===== src/rtl/rx_session_ctrl.sv =====
// -----------------------------------------------------------------------------
// rx_session_ctrl
//
// Groups bytes from the UART receiver into fixed-length packets. It hands each
// packet to the consumer over a valid/ready handshake. A partial packet is
// dropped when the line stays idle for TIMEOUT_S seconds. The timeout is
// counted exactly on sys_clk: a prescaler counts CLK_RATE cycles per second,
// and a seconds counter counts TIMEOUT_S seconds.
//
// Ports
//   sys_clk        in   system clock, rising edge
//   rst_n          in   asynchronous active-low reset
//   rx_valid       in   one-cycle strobe, a byte is on rx_data
//   rx_data        in   received byte
//   rx_busy        in   receiver is mid-frame (counts as line activity)
//   pkt_ready      in   consumer accepts the packet
//   rx_enable      out  enables the UART receiver (low while a packet waits)
//   pkt_valid      out  packet available on pkt_data
//   pkt_data       out  packet, first byte in [7:0]
//   byte_count     out  bytes collected in the current session
//   session_active out  high while collecting
//   timeout        out  one-cycle pulse, partial packet dropped
//   overrun        out  one-cycle pulse, byte arrived while delivering
// -----------------------------------------------------------------------------
module rx_session_ctrl #(
    parameter int CLK_RATE  = 50_000_000,
    parameter int TIMEOUT_S = 60,
    parameter int PKT_BYTES = 4,
    localparam int CNT_W    = $clog2(PKT_BYTES + 1)
) (
    input  logic                   sys_clk,
    input  logic                   rst_n,
    input  logic                   rx_valid,
    input  logic [7:0]             rx_data,
    input  logic                   rx_busy,
    input  logic                   pkt_ready,
    output logic                   rx_enable,
    output logic                   pkt_valid,
    output logic [8*PKT_BYTES-1:0] pkt_data,
    output logic [CNT_W-1:0]       byte_count,
    output logic                   session_active,
    output logic                   timeout,
    output logic                   overrun
);

    // A prescaler of CLK_RATE=1 would have zero width; keep at least one bit.
    localparam int PRE_W = (CLK_RATE > 1) ? $clog2(CLK_RATE) : 1;
    localparam int SEC_W = $clog2(TIMEOUT_S + 1);

    localparam logic [PRE_W-1:0] PRE_MAX   = PRE_W'(CLK_RATE - 1);
    localparam logic [SEC_W-1:0] SEC_MAX   = SEC_W'(TIMEOUT_S - 1);
    localparam logic [CNT_W-1:0] LAST_IDX  = CNT_W'(PKT_BYTES - 1);
    localparam logic [CNT_W-1:0] ONE_BYTE  = CNT_W'(1);

    typedef enum logic [1:0] {
        S_IDLE,
        S_COLLECT,
        S_DELIVER
    } state_t;

    state_t           state;
    logic [PRE_W-1:0] presc;
    logic [SEC_W-1:0] secs;

    // NOTE: all state and outputs are written with non-blocking assignments in
    // one clocked block, so every read inside it sees the pre-edge value.
    always_ff @(posedge sys_clk or negedge rst_n) begin
        if (!rst_n) begin
            state          <= S_IDLE;
            rx_enable      <= 1'b1;
            pkt_valid      <= 1'b0;
            // NOTE: the packet buffer is reset too, so pkt_data reads zero
            // after reset rather than stale or X contents.
            pkt_data       <= '0;
            byte_count     <= '0;
            session_active <= 1'b0;
            timeout        <= 1'b0;
            overrun        <= 1'b0;
            presc          <= '0;
            secs           <= '0;
        end else begin
            // Pulse outputs default low and are raised only for one cycle.
            timeout <= 1'b0;
            overrun <= 1'b0;

            case (state)
                S_IDLE: begin
                    presc <= '0;
                    secs  <= '0;
                    if (rx_valid) begin
                        pkt_data[7:0] <= rx_data;
                        byte_count    <= ONE_BYTE;
                        if (PKT_BYTES == 1) begin
                            state     <= S_DELIVER;
                            rx_enable <= 1'b0;
                            pkt_valid <= 1'b1;
                        end else begin
                            state          <= S_COLLECT;
                            session_active <= 1'b1;
                        end
                    end
                end

                S_COLLECT: begin
                    if (rx_valid) begin
                        // Byte lanes are selected by comparison so that no
                        // computed part-select index is needed.
                        for (int i = 0; i < PKT_BYTES; i++) begin
                            if (byte_count == CNT_W'(i)) begin
                                pkt_data[i*8 +: 8] <= rx_data;
                            end
                        end
                        byte_count <= byte_count + ONE_BYTE;
                        presc      <= '0;
                        secs       <= '0;
                        if (byte_count == LAST_IDX) begin
                            state          <= S_DELIVER;
                            session_active <= 1'b0;
                            rx_enable      <= 1'b0;
                            pkt_valid      <= 1'b1;
                        end
                    end else if (rx_busy) begin
                        // A frame in progress also counts as activity.
                        presc <= '0;
                        secs  <= '0;
                    end else if (presc == PRE_MAX) begin
                        if (secs == SEC_MAX) begin
                            // Idle for TIMEOUT_S*CLK_RATE cycles: drop the
                            // partial packet.
                            timeout        <= 1'b1;
                            state          <= S_IDLE;
                            session_active <= 1'b0;
                            byte_count     <= '0;
                            presc          <= '0;
                            secs           <= '0;
                        end else begin
                            presc <= '0;
                            secs  <= secs + SEC_W'(1);
                        end
                    end else begin
                        presc <= presc + PRE_W'(1);
                    end
                end

                S_DELIVER: begin
                    presc <= '0;
                    secs  <= '0;
                    // A byte here has nowhere to go. This includes the
                    // handshake cycle, so it never starts a new packet.
                    if (rx_valid) begin
                        overrun <= 1'b1;
                    end
                    if (pkt_valid && pkt_ready) begin
                        state      <= S_IDLE;
                        pkt_valid  <= 1'b0;
                        byte_count <= '0;
                        rx_enable  <= 1'b1;
                    end
                end

                default: begin
                    state          <= S_IDLE;
                    rx_enable      <= 1'b1;
                    pkt_valid      <= 1'b0;
                    session_active <= 1'b0;
                    byte_count     <= '0;
                end
            endcase
        end
    end

endmodule


===== config.mk =====
export PLATFORM = sky130hd
export DESIGN_NAME = rx_session_ctrl
export DESIGN_NICKNAME = d
export VERILOG_FILES = /design/src/rtl/rx_session_ctrl.sv
export SDC_FILE = /design/constraint.sdc
export NUM_CORES = 1
export LEC_CHECK = 0
export ABC_CLOCK_PERIOD_IN_PS = 1900
export BUFFER_PORTS_ARGS = -buffer_cell sky130_fd_sc_hd__buf_2
export CAP_MARGIN = 15
export CORE_ASPECT_RATIO = 0.6
export CORE_UTILIZATION = 53
export CTS_BUF_LIST = sky130_fd_sc_hd__clkbuf_4 sky130_fd_sc_hd__clkbuf_8
export DETAILED_ROUTE_END_ITERATION = 16
export PLACE_DENSITY_LB_ADDON = 0.08
export SLEW_MARGIN = 20
export SYNTH_ARGS = -nofsm -noshare
export SYNTH_HDL_FRONTEND = slang
export SYNTH_SLANG_ARGS = --single-unit

===== constraint.sdc =====
create_clock -name sys_clk -period 1.9 [get_ports sys_clk]
set_clock_uncertainty 0.05 [all_clocks]
set_input_delay 0.285 -clock sys_clk [delete_from_list [all_inputs] [get_ports sys_clk]]
set_output_delay 0.285 -clock sys_clk [all_outputs]
set_load 0.005 [all_outputs]

After elaboration in Yosys (flattened, before gate mapping) --
Index checks and enable logic that the tools add are counted.
Cells by class: add/subtract/negate cells 3, bitwise gates (word level) 2, eq/ne operators 17, reductions and logical operators 15, multiplexer cells 49
Operator list (count):
- 2-to-1 mux 26 bit | 3
- one-hot mux 26 bit (2 select lines) | 1
- adder 26 x 1 -> 26 bit (second input constant) | 1
- equality test 26 bit (second input constant) | 1
- 2-to-1 mux 6 bit | 4
- 2-to-1 mux 8 bit | 3
- 2-to-1 mux 1 bit | 18
- 2-to-1 mux 3 bit | 6
- one-hot mux 8 bit (2 select lines) | 1
- 2-to-1 mux 2 bit | 7
- != test 3 bit (second input constant) | 4
- one-hot mux 6 bit (2 select lines) | 1
- AND reduction 6 bit | 2
- != test 2 bit (second input constant) | 5
- one-hot mux 1 bit (3 select lines) | 3
- one-hot mux 3 bit (3 select lines) | 1
- AND reduction 3 bit | 3
- AND reduction 4 bit | 2
- adder 6 x 1 -> 6 bit (second input constant) | 1
- equality test 3 x 2 -> 1 bit (second input constant) | 2
- equality test 6 bit (second input constant) | 1
- one-hot mux 2 bit (3 select lines) | 1
- AND reduction 5 bit | 1
- != test 4 bit (second input constant) | 1
- 11 further kinds | 13
Word-level totals: word-level logic and storage cells 99, bits in registers 74

Logic depth before layout (Yosys ltp) --
depth in word-level cells 6, gate-level depth with buffers 7

Worst setup path after synthesis --
OpenSTA, ideal clock, no wires.
path type flip-flop to flip-flop, from register presc[0], to register byte_count[0], path buffers 0, slack -0.119 ns, library setup time 0.121 ns, stages on the path, launching flop included 7, data required time 1.729 ns, arrival time 1.848 ns, cells stage by stage dfrtp_1 -> ha_1 -> nand4_1 -> nor2_2 -> nand3_2 -> or4b_4 -> a32o_2
On the way: word-level cells in the longest chain between the ends 3
Ends and longest elaborated chain:
- start, declared | RTL line 62 | logic [PRE_W-1:0] presc;
- start signal, assigned | RTL line 141 | presc <= presc + PRE_W'(1);
- equality test 26 bit | RTL line 126 | end else if (presc == PRE_MAX) begin
- != test 3 bit (no source line)
- AND reduction 5 bit (no source line)
- end signal, assigned | RTL line 113 | byte_count <= byte_count + ONE_BYTE;
- end, declared | RTL line 40 | output logic [CNT_W-1:0] byte_count,
Every way passes these cells. A chain may end at the register's enable or synchronous reset.

Final worst setup path --
from register presc[19], to register presc[22]
On the way: word-level cells in the longest chain between the ends 5
Ends and longest elaborated chain:
- adder 26 x 1 -> 26 bit / equality test 26 bit (equally long branches) | RTL line 141, 126
- 2-to-1 mux 26 bit * | RTL line 126
- 2-to-1 mux 26 bit * | RTL line 122 | end else if (rx_busy) begin
- 2-to-1 mux 26 bit * | RTL line 105 | if (rx_valid) begin
- one-hot mux 26 bit (2 select lines) * | RTL line 86 | case (state)
Every way passes the cells marked *; elsewhere a longest branch is shown, timed or not.

==> key figures <==
Run status
  – Status: complete, but fails checks
  – Failing checks: negative setup slack

Timing
  – Count of final hold-check violations: 0
  – RSZ-0062 raised after global routing: yes
  – Max-slew violations: 0
  – Final worst slack: -0.143 ns
  – Final Cycle Share: 108%
  – Fmax: 489 MHz
  – Minimum clock period after layout: 2.04 ns
  – Final setup violation count: 14
  – Worst-Margin Slew: 0.380 ns
  – Slew headroom: 74.4%
  – Total negative slack: -0.879 ns

Die
  – Chip width: 109 um
  – IO Count: 53
  – Core Region: 6360 sq um
  – Die span in y: 66.0 um
  – Cell row count: 22
  – Initial Util: 57.0%
  – Full die area: 7180 sq um

GRT
  – Global-route wire length before repair: 15.6 mm
  – Total Routing Usage GR: 29.6%
  – Vias in the first global route: 3066
  – Overflow after GRT: 0
  – Initial antenna violation count: 0
  – Largest net degree at the start of global routing: 33

Synthesis
  – Synth unique cells: 53
  – Post-Syn Area: 3620 sq um
  – EDFF count, synth: 0
  – Cells after Synth: 338
  – Main flop type after synthesis: dfrtp_1
  – Total of warnings raised by yosys: 0
  – FF+latch count, synth: 74
  – Share of the synthesized area in the top cell type: 50.4%
  – Area contributors post-synth: dfrtp_1 (50%), mux2_2 (10%), nand2_1 (3.7%), a31oi_1 (3.5%), a21oi_1 (2.6%)
  – Mean Syn Cell Area: 10.7 sq um
  – Area leader, netlist: dfrtp_1
  – Async S/R FF share, synth: 100%
  – Syn Nets: 358
  – Seq/Total Area, Yosys: 51.1%

Placed design
  – HPWL after DPL: 6.99 mm
  – I/O Buffers: 52
  – DP Cell Count: 517
  – GPL Wtd Cong: 0.920

Power and ir drop
  – Pleak: 2.28 nW
  – Power per cell area: 1080 nW/um^2
  – Peak supply drop: 809 uV

CTS
  – Root Driver: clkbuf_8
  – Clock Pin Slew Worst Setup and Hold Paths: 0.08 ns
  – CTS max path bufs: 2
  – Latest clock arrival within the worst-skew pair: 0.36 ns
  – H-tree lvl count: 3
  – Clock sink count: 74
  – CTS tree: built
  – Num CTS Buffers: 9

Layout
  – Fin nets: 476
  – N_diodes: 0
  – Core Util, Final: 76.6%
  – Area of the multi-input gates: 1830 sq um
  – FILL cells: 405
  – Share of layout cells above drive strength 1: 45.2%
  – Register Area: 1860 sq um
  – Non-filler cells, final: 544
  – Area grow syn2layout: 34.4%
  – Commonest non-fill, non-tap cell in the layout: dfrtp_1
  – Highest-count cells in the layout ignoring fill and taps: dfrtp_1 (71), buf_4 (61), buf_2 (51)

Drt
  – Via count: 3230
  – Vias/cell: 5.94
  – DR pass1 iterations: 5
  – WL per Instance: 18.3 um
  – DR DRC count: 0
  – Total wire length: 9.97 mm
  – Antenna-violating nets left: 0
  – Starting DRC count in detailed routing: 345

Min path
  – Hold Crit Class: in2reg

Setup path
  – CP Launch Type: flop
  – Largest delay contributor family on the critical path: compound AO/OA/AOI/OAI gates
  – CP max stage cell: dfrtp_1
  – Critical-path cell list: and3b_1 -> and3_4 -> buf_4 -> a31oi_4 -> buf_12 -> a21bo_2 -> a31oi_1
  – Bufs and invs on worst path: 2
  – Crit. End Element: flop
  – CP max FO: 20
  – Req. time, crit path: 2.11 ns
  – CP max stage delay: 0.41 ns
  – Worst EP arrival: 2.26 ns
  – Setup CP Type: reg2reg

Flow run
  – Max-cap violations: 0
-- cells in the mapped netlist, types with 3 or more instances --
master and number:
buf_2 3, nor2_1 16, o31ai_1 7, a41oi_1 7, nand4_1 6, nand2_1 36, a21oi_1 19, and3_1 5
ha_1 7, clkbuf_1 9, nand3_1 14, inv_1 11, nor4_1 3, nor3_1 6, a31oi_1 20, mux2_2 33
nand2b_1 5, nor2b_1 4, o21ai_0 16, dfrtp_1 73
-- routing by layer --
layer  up-vias  track usage (%)  part of all wire (%)
li1       1491                -                     -
met1      1586             44.0                    47
met2       135             42.7                    43
met3        18             7.09                   7.8
met4         0             8.45                   1.4
met5         -                0                     0
-- cell families (layout without fill, tap and decap cells) --
logic type / Yosys count / in the layout / share of synthesized area [%]
simple gates: 116 / 116 / 18.2
buf+inv: 25 / 147 / 2.90
flops: 74 / 74 / 51.1
mux: 33 / 33 / 10.3
fa+ha+maj: 7 / 7 / 2.42
compound gates: 83 / 83 / 15.1
-- per-stage QoR --
stage | instance area [sq um] | worst slack [ns] | power, W | hold WS, ns
2_1_floorplan | 3630 | -0.0850 | 0.00317 | -0.0606
3_3_place_gp | 4390 | -0.0648 | 0.00389 | 0.170
3_5_place_dp | 4390 | -0.124 | 0.00398 | 0.171
4_1_cts | 4720 | -0.0925 | 0.00521 | 0.146
5_1_grt | 4870 | -0.196 | 0.00553 | 0.146
6_report | 4870 | -0.143 | 0.00524 | 0.150
-- worst paths after layout --
check	start	endpoint	slack, ns	cells past startpoint
max in group asynchronous	rst_n	rx_enable	0.85	3
setup reg to reg	presc[19]	presc[22]	-0.14	7
hold reg to reg	rx_enable	rx_enable	0.45	2
setup / recovery	presc[19]	presc[22]	-0.14	7
hold / removal	rx_data[7]	pkt_data[15]	0.15	2
min in group asynchronous	rst_n	presc[23]	0.33	2
-- worst register-to-register path, stage by stage (launching register included) --
cell     delay (ns)
dfrtp_1        0.41
and3b_1        0.23
and3_4         0.17
buf_4          0.13
a31oi_4        0.29
buf_12         0.20
a21bo_2        0.25
a31oi_1        0.23
-- power by group --
group / internal, W / switching, W
clock: 0.000625 / 0.000567
combinational: 0.000928 / 0.000836
sequential: 0.00202 / 0.000265
-- sequential cells by signal (all words and copies together) (netlist names) --
name and count:
timeout 1, byte_count 3, overrun 1, pkt_valid 1, presc 26, rx_enable 1
state 2, pkt_data 32, secs 6, session_active 1
-- timing repair --
item / CTS / global route
setup endpoints to repair: 7 / 34
pin swaps: 11 / 5
hold endpoints to repair: 23 / 0
gates resized for setup: 12 / 36
hold buffers: 1 / 0
buffers inserted: 10 / 1
-- final cells by class --
class	instances	share of cell area (%)
Clock buffer	14	3.83
Timing Repair Buffer	121	17.4
Clock inverter	1	0.154
Multi-Input combinational cell	239	37.5
Sequential cell	74	38.1
Tap cell	84	2.16
Inverter	11	0.848
Note: power is estimated with default switching activity, not from simulation.
